[src/rtl/fetch_unit_if.sv]
`default_nettype none
// ============================================================================
//  Module   : fetch_unit_if
//  Purpose  : Bundles the memory request/response bus, the execute redirect
//             and the decode valid/ready handshake of the fetch unit.
//  Revision : 1.0 - initial release
// ============================================================================
interface fetch_unit_if;
    // Memory side
    logic [31:0] addr;
    logic [1:0]  trans;
    logic        write;
    logic [31:0] rdata;
    logic        abort;
    // Execute side
    logic        redirect;
    logic [31:0] redirect_pc;
    // Decode side
    logic [31:0] instr;
    logic [31:0] instr_pc;
    logic        instr_abort;
    logic        instr_valid;
    logic        instr_ready;

    // The fetch unit itself
    modport master (
        output addr, trans, write, instr, instr_pc, instr_abort, instr_valid,
        input  rdata, abort, redirect, redirect_pc, instr_ready
    );

    // Memory, execute and decode as seen from the surrounding pipeline
    modport slave (
        input  addr, trans, write, instr, instr_pc, instr_abort, instr_valid,
        output rdata, abort, redirect, redirect_pc, instr_ready
    );
endinterface
`default_nettype wire

[src/rtl/fetch_unit.sv]
`default_nettype none
// ============================================================================
//  Module   : fetch_unit
//  Purpose  : Instruction prefetch stage. Issues word-addressed reads, keeps
//             the returned words with their address and abort flag in a
//             DEPTH-entry FIFO and hands them to decode via valid/ready.
//             A redirect flushes everything buffered or in flight.
//  Revision : 1.0 - initial release
// ============================================================================
module fetch_unit #(
    parameter int unsigned DEPTH    = 4,
    parameter logic [31:0] RESET_PC = 32'h0
) (
    input  logic          clk,
    input  logic          n_reset,
    fetch_unit_if.master  bus
);

    localparam int unsigned PTR_W = $clog2(DEPTH);
    localparam int unsigned CNT_W = PTR_W + 1;

    localparam logic [1:0] C_TRANS_IDLE   = 2'b00;
    localparam logic [1:0] C_TRANS_NONSEQ = 2'b10;
    localparam logic [1:0] C_TRANS_SEQ    = 2'b11;

    // START is the idle cycle that precedes every launch after reset or
    // redirect; it gives the redirect its one-cycle turnaround.
    typedef enum logic [2:0] {
        ST_START  = 3'd0,
        ST_NONSEQ = 3'd1,
        ST_SEQ    = 3'd2,
        ST_STALL  = 3'd3,
        ST_HALT   = 3'd4
    } state_t;

    // Fetch state and registered bus outputs
    state_t      state_q, state_d;
    logic [31:0] addr_q,  addr_d;
    logic [1:0]  trans_q, trans_d;

    // In-flight slot: describes the response returning in the current cycle
    logic        slot_valid_q, slot_valid_d;
    logic [31:0] slot_addr_q,  slot_addr_d;
    logic        slot_drop_q,  slot_drop_d;

    // FIFO storage and pointers
    logic [31:0]      data_q [DEPTH];
    logic [31:0]      data_d [DEPTH];
    logic [31:0]      pc_q   [DEPTH];
    logic [31:0]      pc_d   [DEPTH];
    logic             abt_q  [DEPTH];
    logic             abt_d  [DEPTH];
    logic [PTR_W-1:0] wr_ptr_q, wr_ptr_d;
    logic [PTR_W-1:0] rd_ptr_q, rd_ptr_d;
    logic [CNT_W-1:0] count_q,  count_d;

    logic push;
    logic pop;
    logic abort_seen;
    logic outstanding;
    logic credit;

    // A flush in the same edge beats both the push and the pop.
    assign push       = slot_valid_q && !slot_drop_q && !bus.redirect;
    assign pop        = (count_q != '0) && bus.instr_ready && !bus.redirect;
    assign abort_seen = push && bus.abort;

    // Capture the request being presented now so its response can be tagged
    always_comb begin
        slot_valid_d = (trans_q != C_TRANS_IDLE);
        slot_addr_d  = addr_q;
        slot_drop_d  = bus.redirect;
    end

    // FIFO next-state: flush, push of the returning word, pop by decode
    always_comb begin
        data_d   = data_q;
        pc_d     = pc_q;
        abt_d    = abt_q;
        wr_ptr_d = wr_ptr_q;
        rd_ptr_d = rd_ptr_q;
        count_d  = count_q;
        if (bus.redirect) begin
            wr_ptr_d = '0;
            rd_ptr_d = '0;
            count_d  = '0;
        end else begin
            if (push) begin
                data_d[wr_ptr_q] = bus.rdata;
                pc_d[wr_ptr_q]   = slot_addr_q;
                abt_d[wr_ptr_q]  = bus.abort;
                wr_ptr_d         = wr_ptr_q + PTR_W'(1);
            end
            if (pop) begin
                rd_ptr_d = rd_ptr_q + PTR_W'(1);
            end
            case ({push, pop})
                2'b10:   count_d = count_q + CNT_W'(1);
                2'b01:   count_d = count_q - CNT_W'(1);
                default: count_d = count_q;
            endcase
        end
    end

    // Credit: room for everything still owed plus one more request
    always_comb begin
        outstanding = slot_valid_d && !slot_drop_d;
        credit      = (32'(count_d) + 32'(outstanding) + 32'd1) <= 32'(DEPTH);
    end

    // Fetch state machine: next address, transfer type and state
    always_comb begin
        state_d = state_q;
        addr_d  = addr_q;
        trans_d = C_TRANS_IDLE;
        if (bus.redirect) begin
            state_d = ST_START;
            addr_d  = bus.redirect_pc;
        end else if (abort_seen || (state_q == ST_HALT)) begin
            state_d = ST_HALT;
        end else begin
            case (state_q)
                ST_START: begin
                    state_d = ST_NONSEQ;
                    trans_d = C_TRANS_NONSEQ;
                end
                ST_NONSEQ, ST_SEQ: begin
                    if (credit) begin
                        state_d = ST_SEQ;
                        addr_d  = addr_q + 32'd1;
                        trans_d = C_TRANS_SEQ;
                    end else begin
                        state_d = ST_STALL;
                    end
                end
                ST_STALL: begin
                    // Any restart after an idle cycle is non-sequential
                    if (credit) begin
                        state_d = ST_NONSEQ;
                        addr_d  = addr_q + 32'd1;
                        trans_d = C_TRANS_NONSEQ;
                    end
                end
                default: begin
                    state_d = ST_START;
                end
            endcase
        end
    end

    // Fetch state, bus outputs and in-flight slot registers
    always_ff @(posedge clk or negedge n_reset) begin
        if (!n_reset) begin
            state_q      <= ST_START;
            addr_q       <= RESET_PC;
            trans_q      <= C_TRANS_IDLE;
            slot_valid_q <= 1'b0;
            slot_addr_q  <= '0;
            slot_drop_q  <= 1'b0;
        end else begin
            state_q      <= state_d;
            addr_q       <= addr_d;
            trans_q      <= trans_d;
            slot_valid_q <= slot_valid_d;
            slot_addr_q  <= slot_addr_d;
            slot_drop_q  <= slot_drop_d;
        end
    end

    // FIFO storage and pointer registers
    always_ff @(posedge clk or negedge n_reset) begin
        if (!n_reset) begin
            data_q   <= '{default: '0};
            pc_q     <= '{default: '0};
            abt_q    <= '{default: 1'b0};
            wr_ptr_q <= '0;
            rd_ptr_q <= '0;
            count_q  <= '0;
        end else begin
            data_q   <= data_d;
            pc_q     <= pc_d;
            abt_q    <= abt_d;
            wr_ptr_q <= wr_ptr_d;
            rd_ptr_q <= rd_ptr_d;
            count_q  <= count_d;
        end
    end

    assign bus.addr        = addr_q;
    assign bus.trans       = trans_q;
    assign bus.write       = 1'b0;
    assign bus.instr       = data_q[rd_ptr_q];
    assign bus.instr_pc    = pc_q[rd_ptr_q];
    assign bus.instr_abort = abt_q[rd_ptr_q];
    assign bus.instr_valid = (count_q != '0);

endmodule
`default_nettype wire
[src/flat_wrapper.sv]
// flat-port wrapper written by rule: the top's interface ports become plain ports
module fetch_unit_flat 
#(
    parameter int unsigned DEPTH    = 4,
    parameter logic [31:0] RESET_PC = 32'h0
)
  (clk, n_reset, bus_addr, bus_trans, bus_write, bus_instr, bus_instr_pc, bus_instr_abort, bus_instr_valid, bus_rdata, bus_abort, bus_redirect, bus_redirect_pc, bus_instr_ready);
  fetch_unit_if bus_i ();
  input  logic clk;
  input  logic n_reset;
  output wire logic [$bits(bus_i.addr)-1:0] bus_addr;
  output wire logic [$bits(bus_i.trans)-1:0] bus_trans;
  output wire logic [$bits(bus_i.write)-1:0] bus_write;
  output wire logic [$bits(bus_i.instr)-1:0] bus_instr;
  output wire logic [$bits(bus_i.instr_pc)-1:0] bus_instr_pc;
  output wire logic [$bits(bus_i.instr_abort)-1:0] bus_instr_abort;
  output wire logic [$bits(bus_i.instr_valid)-1:0] bus_instr_valid;
  input wire logic [$bits(bus_i.rdata)-1:0] bus_rdata;
  input wire logic [$bits(bus_i.abort)-1:0] bus_abort;
  input wire logic [$bits(bus_i.redirect)-1:0] bus_redirect;
  input wire logic [$bits(bus_i.redirect_pc)-1:0] bus_redirect_pc;
  input wire logic [$bits(bus_i.instr_ready)-1:0] bus_instr_ready;
  assign bus_addr = bus_i.addr;
  assign bus_trans = bus_i.trans;
  assign bus_write = bus_i.write;
  assign bus_instr = bus_i.instr;
  assign bus_instr_pc = bus_i.instr_pc;
  assign bus_instr_abort = bus_i.instr_abort;
  assign bus_instr_valid = bus_i.instr_valid;
  assign bus_i.rdata = bus_rdata;
  assign bus_i.abort = bus_abort;
  assign bus_i.redirect = bus_redirect;
  assign bus_i.redirect_pc = bus_redirect_pc;
  assign bus_i.instr_ready = bus_instr_ready;
  fetch_unit #(.DEPTH(DEPTH), .RESET_PC(RESET_PC)) u_core (.clk(clk), .n_reset(n_reset), .bus(bus_i));
endmodule
[config.mk]
export PLATFORM = sky130hd
export DESIGN_NAME = fetch_unit_flat
export DESIGN_NICKNAME = d
export VERILOG_FILES = /design/src/rtl/fetch_unit_if.sv /design/src/rtl/fetch_unit.sv /design/src/flat_wrapper.sv
export SDC_FILE = /design/constraint.sdc
export NUM_CORES = 1
export LEC_CHECK = 0
export ABC_CLOCK_PERIOD_IN_PS = 5100
export CAP_MARGIN = 20
export CORE_MARGIN = 8
export CORE_UTILIZATION = 30
export CTS_BUF_LIST = sky130_fd_sc_hd__clkbuf_16
export DETAILED_ROUTE_END_ITERATION = 6
export SLEW_MARGIN = 5
export SYNTH_ARGS = -nofsm -noshare
export SYNTH_HDL_FRONTEND = slang
export SYNTH_SLANG_ARGS = --single-unit
[constraint.sdc]
create_clock -name clk -period 5.1 [get_ports clk]
set_clock_uncertainty 0.1 [all_clocks]
set_input_delay 1.02 -clock clk [delete_from_list [all_inputs] [get_ports clk]]
set_output_delay 1.02 -clock clk [all_outputs]
set_load 0.02 [all_outputs]
# ---- Word-level counts from Yosys, hierarchy flattened
# Cells that the tools add are included.
dict set report op_classes {
  addsub 7
  magnitude_cmp 4
  eq_ne 8
  mux 36
  bitwise 3
  n_reduce_logical 21
}
# op count
set op_table {}
lappend op_table {{32-bit two-way mux} 9}
lappend op_table {{128-bit bitwise mux} 2}
lappend op_table {{32-bit binary-select mux with 2-bit select} 2}
lappend op_table {{32-bit by 1-bit adder with 32-bit output (second input constant)} 2}
lappend op_table {{32-bit demux with 2-bit select} 1}
lappend op_table {{32-bit by 3-bit less-or-equal comparator with 1-bit output (second input constant)} 1}
lappend op_table {{2-bit two-way mux} 8}
lappend op_table {{3-bit two-way mux} 4}
lappend op_table {{2-bit nonzero test} 5}
lappend op_table {{3-bit one-hot mux with 3 select lines} 1}
lappend op_table {{1-bit logical AND} 7}
lappend op_table {{3-bit by 2-bit equality test with 1-bit output (second input constant)} 2}
lappend op_table {{3-bit greater-or-equal comparator (second input constant)} 2}
lappend op_table {{2-bit NOT with 3-bit output} 2}
lappend op_table {{2-bit one-hot mux with 3 select lines} 1}
lappend op_table {{3-bit one-hot mux with 2 select lines} 1}
lappend op_table {{2-bit by 1-bit adder with 2-bit output (second input constant)} 2}
lappend op_table {{3-bit by 1-bit adder with 4-bit output} 1}
lappend op_table {{4-bit bitwise mux} 1}
lappend op_table {{1-bit two-way mux} 4}
lappend op_table {{4-bit by 2-bit inequality test with 1-bit output (second input constant)} 1}
lappend op_table {{3-bit by 1-bit adder with 3-bit output (second input constant)} 1}
lappend op_table {{3-bit by 1-bit equality test with 1-bit output (second input constant)} 1}
lappend op_table {{3-bit equality test (second input constant)} 1}
lappend op_table {{other kinds (16)} 17}
dict set report word_totals {
  ff_bits 338
  out_inout_bits 101
  wordCells 100
}

# ---- Longest topological paths before layout
# Gate-level depths: netlist of run 1.
dict set report depth {
  word_depth 13
  ltp_mapped 16
  depth_no_buf 14
}

# ---- Least setup slack after synthesis of run 1
# No wires, ideal clock.
dict set report synth_path {
  kind {input-to-reg}
  startpoint {input port bus_redirect}
  endpoint {register u_core.addr_q[28], in the netlist u_core.bus.addr[28]}
  setup_ps 125
  t_arrival_ps 4501
  path_slack_ps 374
  stages 15
  path_buffers 3
  cell_sequence {buf_2 -> buf_1 -> buf_1 -> nor2_1 -> ha_1 -> fa_1 -> mux2i_1 -> nor2_1 -> ha_1 -> nand2b_1 -> nor4_1 -> or3b_1 -> a2111oi_0 -> xor2_1 -> mux2_2}
}
dict set report synth_via {
  elab_chain_len 10
}
# element line
set synth_rtl {}
lappend synth_rtl {{from (decl)} flat_wrapper.sv:20} ;# input wire logic [$bits(bus_i.redirect)-1:0] bus_redirect;
lappend synth_rtl {{1-bit zero test} {fetch_unit.sv:64, fetch_unit.sv:65}}
lappend synth_rtl {{1-bit logical AND (on tied branches)} {fetch_unit.sv:65, fetch_unit.sv:64}}
lappend synth_rtl {{2-bit by 1-bit equality test with 1-bit output or 2-bit equality test (tied branches)} fetch_unit.sv:97} ;# case ({push, pop})
lappend synth_rtl {{3-bit one-hot mux with 2 select lines} fetch_unit.sv:97}
lappend synth_rtl {{3-bit two-way mux *} fetch_unit.sv:83} ;# if (bus.redirect) begin
lappend synth_rtl {{named net u_core.count_d[1]} fetch_unit.sv:55} ;# logic [CNT_W-1:0] count_q, count_d;
lappend synth_rtl {{3-bit by 1-bit adder with 4-bit output *} fetch_unit.sv:108} ;# credit = (32'(count_d) + 32'(outstanding) + 32'd1) <= 32'(DEPTH);
lappend synth_rtl {{32-bit by 1-bit adder with 32-bit output *} fetch_unit.sv:108}
lappend synth_rtl {{32-bit by 3-bit less-or-equal comparator with 1-bit output *} fetch_unit.sv:108}
lappend synth_rtl {{2-bit nonzero test (no line) *} n/a}
lappend synth_rtl {{3-bit AND reduction (no line) *} n/a}
lappend synth_rtl {{to (signal assigned)} fetch_unit.sv:162} ;# addr_q <= addr_d;
lappend synth_rtl {{to (decl)} fetch_unit.sv:38} ;# logic [31:0] addr_q, addr_d;
# The timed path passes the listed nets; every way through them passes the cells marked *.
# A chain may end at the register's enable or synchronous reset.

# ---- Final worst setup path of run 1
dict set report layout_path {
  startpoint {input port bus_instr_ready}
  endpoint {register u_core.addr_q[14], in the netlist u_core.bus.addr[14]}
}
dict set report layout_via {
  elab_chain_len 10
}
# element line
set layout_rtl {}
lappend layout_rtl {{from (decl)} flat_wrapper.sv:22} ;# input wire logic [$bits(bus_i.instr_ready)-1:0] bus_instr_ready;
lappend layout_rtl {{1-bit logical AND * (2 in series)} fetch_unit.sv:65} ;# assign pop = (count_q != '0) && bus.instr_ready && !bus.redirect;
lappend layout_rtl {{2-bit by 1-bit equality test with 1-bit output or 2-bit equality test (tied branches)} fetch_unit.sv:97}
lappend layout_rtl {{3-bit one-hot mux with 2 select lines *} fetch_unit.sv:97}
lappend layout_rtl {{3-bit two-way mux *} fetch_unit.sv:83}
lappend layout_rtl {{named net u_core.count_d[1]} fetch_unit.sv:55}
lappend layout_rtl {{3-bit by 1-bit adder with 4-bit output *} fetch_unit.sv:108}
lappend layout_rtl {{32-bit by 1-bit adder with 32-bit output *} fetch_unit.sv:108}
lappend layout_rtl {{32-bit by 3-bit less-or-equal comparator with 1-bit output *} fetch_unit.sv:108}
lappend layout_rtl {{2-bit nonzero test (no line) *} n/a}
lappend layout_rtl {{3-bit AND reduction (no line) *} n/a}
# Marked as above.

==> summary.md, run 1 <==
| Metric | Value |
|---|---|
| Status | `complete, no violations` |
| Fmax achieved | `230 MHz` |
| Dpl hpwl | `23.1 mm` |
| CTS resizes | `0` |
| Largest stage delay, worst path | `a little over 0.5 ns` |
| Peak supply drop | `302 uV` |
| Root buffer cell | `clkbuf_16` |
| DR vias | `approximately 8600` |
| Clock-pin slew of the registers on the worst-case setup and hold paths | `0.06 ns` |
| Slew HR | `41.4%` |
| Worst EP required | `5.43 ns` |
| Hold buffer count at CTS | `0` |
| Total power | `between 8 and 9 mW` |
| WP buf/inv | `2` |
| GR Util All Layers | `roughly an eighth` |
| Synth Register Bits | `338` |
| Drt initial violations | `between 400 and 500` |
| P&R area growth vs syn | `24.3%` |
| Diodes inserted | `0` |
| Synth Warn # | `0` |
| Post-Syn Area | `approximately 15000 um2` |
| CP cell instances | `clkdlybuf4s50_1 -> nand2_1 -> nor2_1 -> ha_1 -> fa_1 -> mux2i_1 -> nor2_1 -> ha_1 -> nand2b_1 -> nor4_1 -> or3b_1 -> buf_4 -> a211oi_1 -> nor3b_1 -> a221o_1` |
| Sequential Power Share | `42.9%` |
| GPL Wtd Cong | `0.713` |
| Seq/Total Area, Yosys | `between 50% and 60%` |
| Die width | `237 um` |
| GRT overflow | `0` |
| Min-delay worst type | `reg2reg` |
| Largest net degree at the start of global routing | `99` |
| CP Data Arrival Time | `4.68 ns` |
| Min Tclk post-route | `between 4 and 5 ns` |
| Worst path slowest cell | `clkdlybuf4s50_1` |
| Family with the most delay on the worst path | `simple AND/OR/NAND/NOR gates` |
| Row count | `81` |
| Worst skew pair latency | `0.55 ns` |
| Vias in the first global route | `9698` |
| Startpoint Class | `input port` |
| Leak | `approximately 7.7 nW` |
| Post-Route Setup TNS | `0 ns` |
| DR pass1 iterations | `4` |
| Die ar. | `56400 um2` |
| Antenna violations before repair | `1` |
| DP Cell Count | `1704` |
| Slew at the pin closest to its max-slew limit | `0.879 ns` |
| CTS Buffer Depth | `3` |
| Asr flop ratio synth | `100%` |
| P_int | `6.32 mW` |
| P_sw | `between 2 and 3 mW` |
| Drc violations | `0` |
| CTS tree | `yes` |
| Yosys cell types | `47` |
| DR vias/cell | `4.88` |
| Post CTS Setup Buffer Count | `0` |
| Worst Path Max Fanout | `10` |
| RSZ-0062 raised after global routing | `no` |
| Setup violations, final | `0` |
| Drt total wl | `36.4 mm` |
| Post-synth EDFFs | `0` |
| H-tree lvl count | `2` |
| Clock network fraction of design power | `between 20 and 30%` |
| Tcrit/Tclk final | `85.3%` |
| Sw Share | `29.1%` |
| Post-Syn Instances | `954` |
| Most common cell after layout, fill and taps aside | `dfrtp_1` |
| Max Cap Viol | `0` |
| Io pins | `170` |
| Most frequent cells in the layout | `dfrtp_1 (336), mux2_2 (268), clkdlybuf4s50_1 (166), mux4_2 (65), clkbuf_16 (39)` |
| Chip Height | `237 um` |
| Post-synthesis net count | `1032` |
| CTS Buf Count | `38` |
| Clock sinks | `~340` |
| Share of cells above drive strength 1 | `37.2%` |
| Final-layout fill cell count | `about 4600` |
| Final ANT Viol Nets | `0` |
| Global-route wire length before repair | `between 50 and 60 mm` |
| NumNets Final | `1200` |
| Hold Violations, Final | `0` |
| # port buffers | `168` |
| Starting Density | `30.2%` |
| PD cells | `between 400 and 500 nW/um2` |
| Core footprint | `48600 um2` |
| Wire per inst | `20.6 um` |
| WS Path Type | `in2reg` |
| Post-Layout Cell Count | `1771` |
| Critical path capture point type | `flip-flop` |
| Main synth FF type | `dfrtp_1` |
| Gate power share | `28.5%` |
| Final Slew Violations | `0` |
| Post-synthesis average cell area | `15.4 um2` |
-- cells in the mapped netlist, types with 2 or more instances --
cell type | count | share of area [%]
and2_1 | 4 | 0.17
dfrtp_1 | 338 | 57
or3_1 | 2 | 0.085
nor3b_1 | 3 | 0.15
buf_2 | 4 | 0.14
nand4_1 | 9 | 0.38
xnor2_1 | 22 | 1.3
a21boi_0 | 3 | 0.15
a2111oi_0 | 3 | 0.18
nor2_1 | 24 | 0.61
buf_6 | 3 | 0.23
a2111oi_2 | 6 | 0.61
and3_1 | 3 | 0.13
or3b_1 | 2 | 0.12
mux4_2 | 65 | 9.9
mux2_2 | 268 | 21
mux2i_1 | 4 | 0.27
o21ai_1 | 4 | 0.14
a2111oi_4 | 2 | 0.37
nor4_1 | 2 | 0.085
buf_1 | 8 | 0.20
inv_1 | 15 | 0.38
or2_2 | 3 | 0.13
xor2_1 | 11 | 0.65
ha_1 | 8 | 0.68
a21oi_1 | 8 | 0.27
a221o_1 | 3 | 0.20
clkbuf_1 | 43 | 1.1
o21ai_0 | 16 | 0.54
a211oi_1 | 9 | 0.46
nand3_1 | 10 | 0.34
nand2b_1 | 3 | 0.13
nand2_1 | 32 | 0.82
-- sequential cells by signal (all words and copies together) (netlist names) --
| signal | flops |
|---|---|
| u_core.slot_drop_q | 1 |
| u_core.pc_q | 128 |
| u_core.bus.trans | 2 |
| u_core.slot_addr_q | 32 |
| u_core.wr_ptr_q | 2 |
| u_core.rd_ptr_q | 2 |
| u_core.state_q | 3 |
| u_core.bus.addr | 32 |
| u_core.data_q | 128 |
| u_core.slot_valid_q | 1 |
| u_core.count_q | 3 |
| u_core.abt_q | 4 |
-- cells by family (layout without fill, tap and decap cells) --
group | after synthesis | in the layout | synth area share (%)
adder cells (fa/ha/maj) | 9 | 9 | 0.816
other | 1 | 1 | 0.0255
multiplexers | 337 | 337 | 30.7
buffers and inverters | 74 | 269 | 2.10
AND/OR/NAND/NOR | 102 | 102 | 3.52
AO/OA/AOI/OAI | 60 | 60 | 3.36
flip-flops | 338 | 338 | 57.5
XOR/XNOR | 33 | 33 | 1.96
-- path summary, 6_finish.rpt --
check	from	depth (start not counted)	endpoint	slack [ns]
max	bus_instr_ready	15	u_core.bus.addr[14]	0.75
min	u_core.bus.addr[15]	0	u_core.slot_addr_q[15]	0.38
max reg2reg	u_core.count_q[1]	15	u_core.bus.addr[14]	0.81
min reg2reg	u_core.bus.addr[15]	0	u_core.slot_addr_q[15]	0.38
max in group asynchronous	n_reset	2	u_core.data_q[57]	3.41
min in group asynchronous	n_reset	1	u_core.data_q[117]	0.39
-- routing by layer --
metal  vias up  wire (um)  global-route usage (%)  share of wire, %
met1      4578      16500                    17.0                45
met3        58       1950                    3.38               5.3
met4         2        911                    4.33               2.5
met5         -         13                       0             0.036
met2       159      17100                    21.4                47
li1       3842          -                       -                 -
-- power by group through the flow --
stage | clock network, mW | registers (mW) | logic (mW)
floorplan | 0 | 3.75 | 1.60
global placement | 0 | 3.84 | 2.55
detailed placement | 0 | 3.87 | 2.59
CTS | 2.65 | 3.83 | 2.60
global route | 2.76 | 3.93 | 2.73
finish | 2.56 | 3.83 | 2.54
-- through the flow --
stage	util (%)	hold slack, ns	setup WS (ns)	area, um2
3_5_place_dp	35.2	0.367	0.203	17100
3_3_place_gp	35.2	0.363	0.213	17100
6_report	37.6	0.381	0.751	18300
2_1_floorplan	-	0.375	0.374	14700
4_1_cts	37.6	0.383	0.807	18300
5_1_grt	37.6	0.401	0.557	18300
-- layout make-up --
class,count,area (um2),area share (%)
sequential,338,8470,46.3
clock inverter,28,180,0.985
tap,622,778,4.26
clock buffer,39,976,5.34
multi-input combinational,542,5960,32.6
timing repair buffer,187,1870,10.2
inverter,15,56.3,0.308
Note: power is estimated with default switching activity, not from simulation.
==> run 2: changes to the inputs <==
Settings changed: CORE_MARGIN 8 to 1.5.
==> summary.md, run 2 (synthesized netlist as in run 1, its figures left out) <==
| Metric | Value |
|---|---|
| Status | `complete, no violations (unchanged)` |
| GRT overflow | `0 (unchanged)` |
| Chip Height | `224 um (was 237 um)` |
| Hold buffer count at CTS | `0 (unchanged)` |
| Die width | `224 um (was 237 um)` |
| Core footprint | `48000 um2 (was 48600 um2)` |
| Startpoint Class | `input port (unchanged)` |
| DR pass1 iterations | `4 (unchanged)` |
| Drc violations | `0 (unchanged)` |
| CTS Buf Count | `39 (was 38)` |
| Drt initial violations | `359 (was 463)` |
| Fmax achieved | `235 MHz (was 230 MHz)` |
| CTS resizes | `0 (unchanged)` |
| DR top layer | `met5 (unchanged)` |
| Max Cap Viol | `0 (unchanged)` |
| Clock network fraction of design power | `29.1% (was 28.7%)` |
| Min Tclk post-route | `4.26 ns (was 4.35 ns)` |
| CTS tree | `yes (unchanged)` |
| NumNets Final | `1207 (was 1200)` |
| # port buffers | `168 (unchanged)` |
| Critical path capture point type | `flip-flop (unchanged)` |
| Worst skew pair latency | `0.56 ns (was 0.55 ns)` |
| Gate power share | `28.0% (was 28.5%)` |
| Setup violations, final | `0 (unchanged)` |
| Final Slew Violations | `0 (unchanged)` |
| Min-delay worst type | `in2async (was reg2reg)` |
| Row count | `80 (was 81)` |
| Wire per inst | `19.9 um (was 20.6 um)` |
| Starting Density | `30.6% (was 30.2%)` |
| Most common cell after layout, fill and taps aside | `dfrtp_1 (unchanged)` |
| GR Util All Layers | `14.5% (was 13.1%)` |
| Met2 Routed Length | `16.2 mm (was 17.1 mm)` |
| Largest regs | `u_core.data_q x128, u_core.pc_q x128 (unchanged)` |
| Root buffer cell | `clkbuf_16 (unchanged)` |
| Hold Violations, Final | `0 (unchanged)` |
| Peak supply drop | `228 uV (was 302 uV)` |
| DR vias | `8569 (was 8639)` |
| Routed wl met3 | `2.11 mm (was 1.95 mm)` |
| Worst Path Max Fanout | `6 (was 10)` |
| Clock sinks | `338 (unchanged)` |
| Leak | `7.79 nW (was 7.73 nW)` |
| Most frequent cells in the layout | `dfrtp_1 (336), mux2_2 (268), clkdlybuf4s50_1 (166), mux4_2 (65), clkbuf_16 (40) (was dfrtp_1 (336), mux2_2 (268), clkdlybuf4s50_1 (166), mux4_2 (65), clkbuf_16 (39))` |
| DR vias/cell | `4.84 (was 4.88)` |
| Dpl hpwl | `22.5 mm (was 23.1 mm)` |
| Worst EP required | `5.43 ns (about the same)` |
| Total power | `8.96 mW (was 8.92 mW)` |
| Antenna violations before repair | `2 (was 1)` |
| Share of cells above drive strength 1 | `37.0% (was 37.2%)` |
| Die ar. | `50400 um2 (was 56400 um2)` |
| Slew HR | `45.2% (was 41.4%)` |
| Io pins | `170 (unchanged)` |
| WS Path Type | `in2reg (unchanged)` |
| P_int | `6.40 mW (was 6.32 mW)` |
| Sequential Power Share | `42.9% (about the same)` |
| H-tree lvl count | `2 (unchanged)` |
| CTS Buffer Depth | `3 (unchanged)` |
| P&R area growth vs syn | `24.7% (was 24.3%)` |
| Slew at the pin closest to its max-slew limit | `0.821 ns (was 0.879 ns)` |
| Vias in the first global route | `9246 (was 9698)` |
| Final ANT Viol Nets | `0 (unchanged)` |
| GPL Wtd Cong | `0.724 (was 0.713)` |
| Largest net degree at the start of global routing | `91 (was 99)` |
| DRT met1 WL | `16.1 mm (was 16.5 mm)` |
| PD cells | `488 nW/um2 (about the same)` |
| RSZ-0062 raised after global routing | `no (unchanged)` |
| Drt total wl | `35.2 mm (was 36.4 mm)` |
| Post CTS Setup Buffer Count | `0 (unchanged)` |
| Tcrit/Tclk final | `83.6% (was 85.3%)` |
| WHS | `0.361 ns (was 0.381 ns)` |
| Post-Route Setup TNS | `0 ns (unchanged)` |
| P_sw | `2.56 mW (was 2.60 mW)` |
| CP Data Arrival Time | `4.59 ns (was 4.68 ns)` |
| Global-route wire length before repair | `56.0 mm (was 58.1 mm)` |
| Clock-pin slew of the registers on the worst-case setup and hold paths | `0.05 ns (was 0.06 ns)` |
| Sw Share | `28.5% (was 29.1%)` |
==> run 2: power groups by stage <==
stage          clock, mW  sequential, mW  combinational, mW
6_report            2.60            3.84               2.51
5_1_grt             2.81            3.95               2.69
4_1_cts             2.70            3.85               2.56
3_5_place_dp           0            3.89               2.55
3_3_place_gp           0            3.86               2.51
2_1_floorplan          0            3.75               1.60
==> run 2: per-stage QoR <==
stage	setup slack, ns	area (um2)	util [%]	cells
floorplan	0.374	14700	-	954
global placement	0.278	17200	35.7	1703
detailed placement	0.241	17200	35.7	1703
CTS	0.841	18400	38.2	1771
global route	0.567	18400	38.2	1772
finish	0.837	18400	38.2	1772
==> run 2: worst paths after layout <==
path,startpoint,endpoint,slack [ns],cells after the start
setup / recovery,bus_instr_ready,u_core.bus.addr[28],0.84,14
min in group clk,u_core.bus.addr[15],u_core.slot_addr_q[15],0.36,0
setup reg to reg,u_core.count_q[1],u_core.bus.addr[28],0.91,14
hold / removal,n_reset,u_core.data_q[30],0.36,1
max in group asynchronous,n_reset,u_core.slot_addr_q[17],3.64,2
hold reg to reg,u_core.bus.addr[15],u_core.slot_addr_q[15],0.36,0
==> run 2: critical path: stages <==
cell and delay, ns:
clkdlybuf4s50_1 0.51, nand2_1 0.09, nor2_1 0.11, ha_1 0.21, fa_1 0.43, mux2i_1 0.17
nor2_1 0.08, ha_1 0.28, nand2b_1 0.17, nor4_1 0.15, or3b_1 0.46, a2111oi_0 0.53
xor2_1 0.12, mux2_2 0.28
==> run 2: area by class of cell <==
type / count / area, um2
repair buffers: 193 / 1920
inverters: 15 / 56.3
clock buffers: 40 / 1000
diodes: 1 / 2.50
well taps: 615 / 769
fillers: 4534 / 29700
multi-input cells: 542 / 5960
clock inverters: 28 / 184
flip-flops and latches: 338 / 8470
==> run 2: per-layer routing <==
metal  GRT usage, %  up-vias
met4           4.61        2
met3           3.59       53
met5              0        -
li1               -     3836
met2           22.3      160
met1           20.2     4518
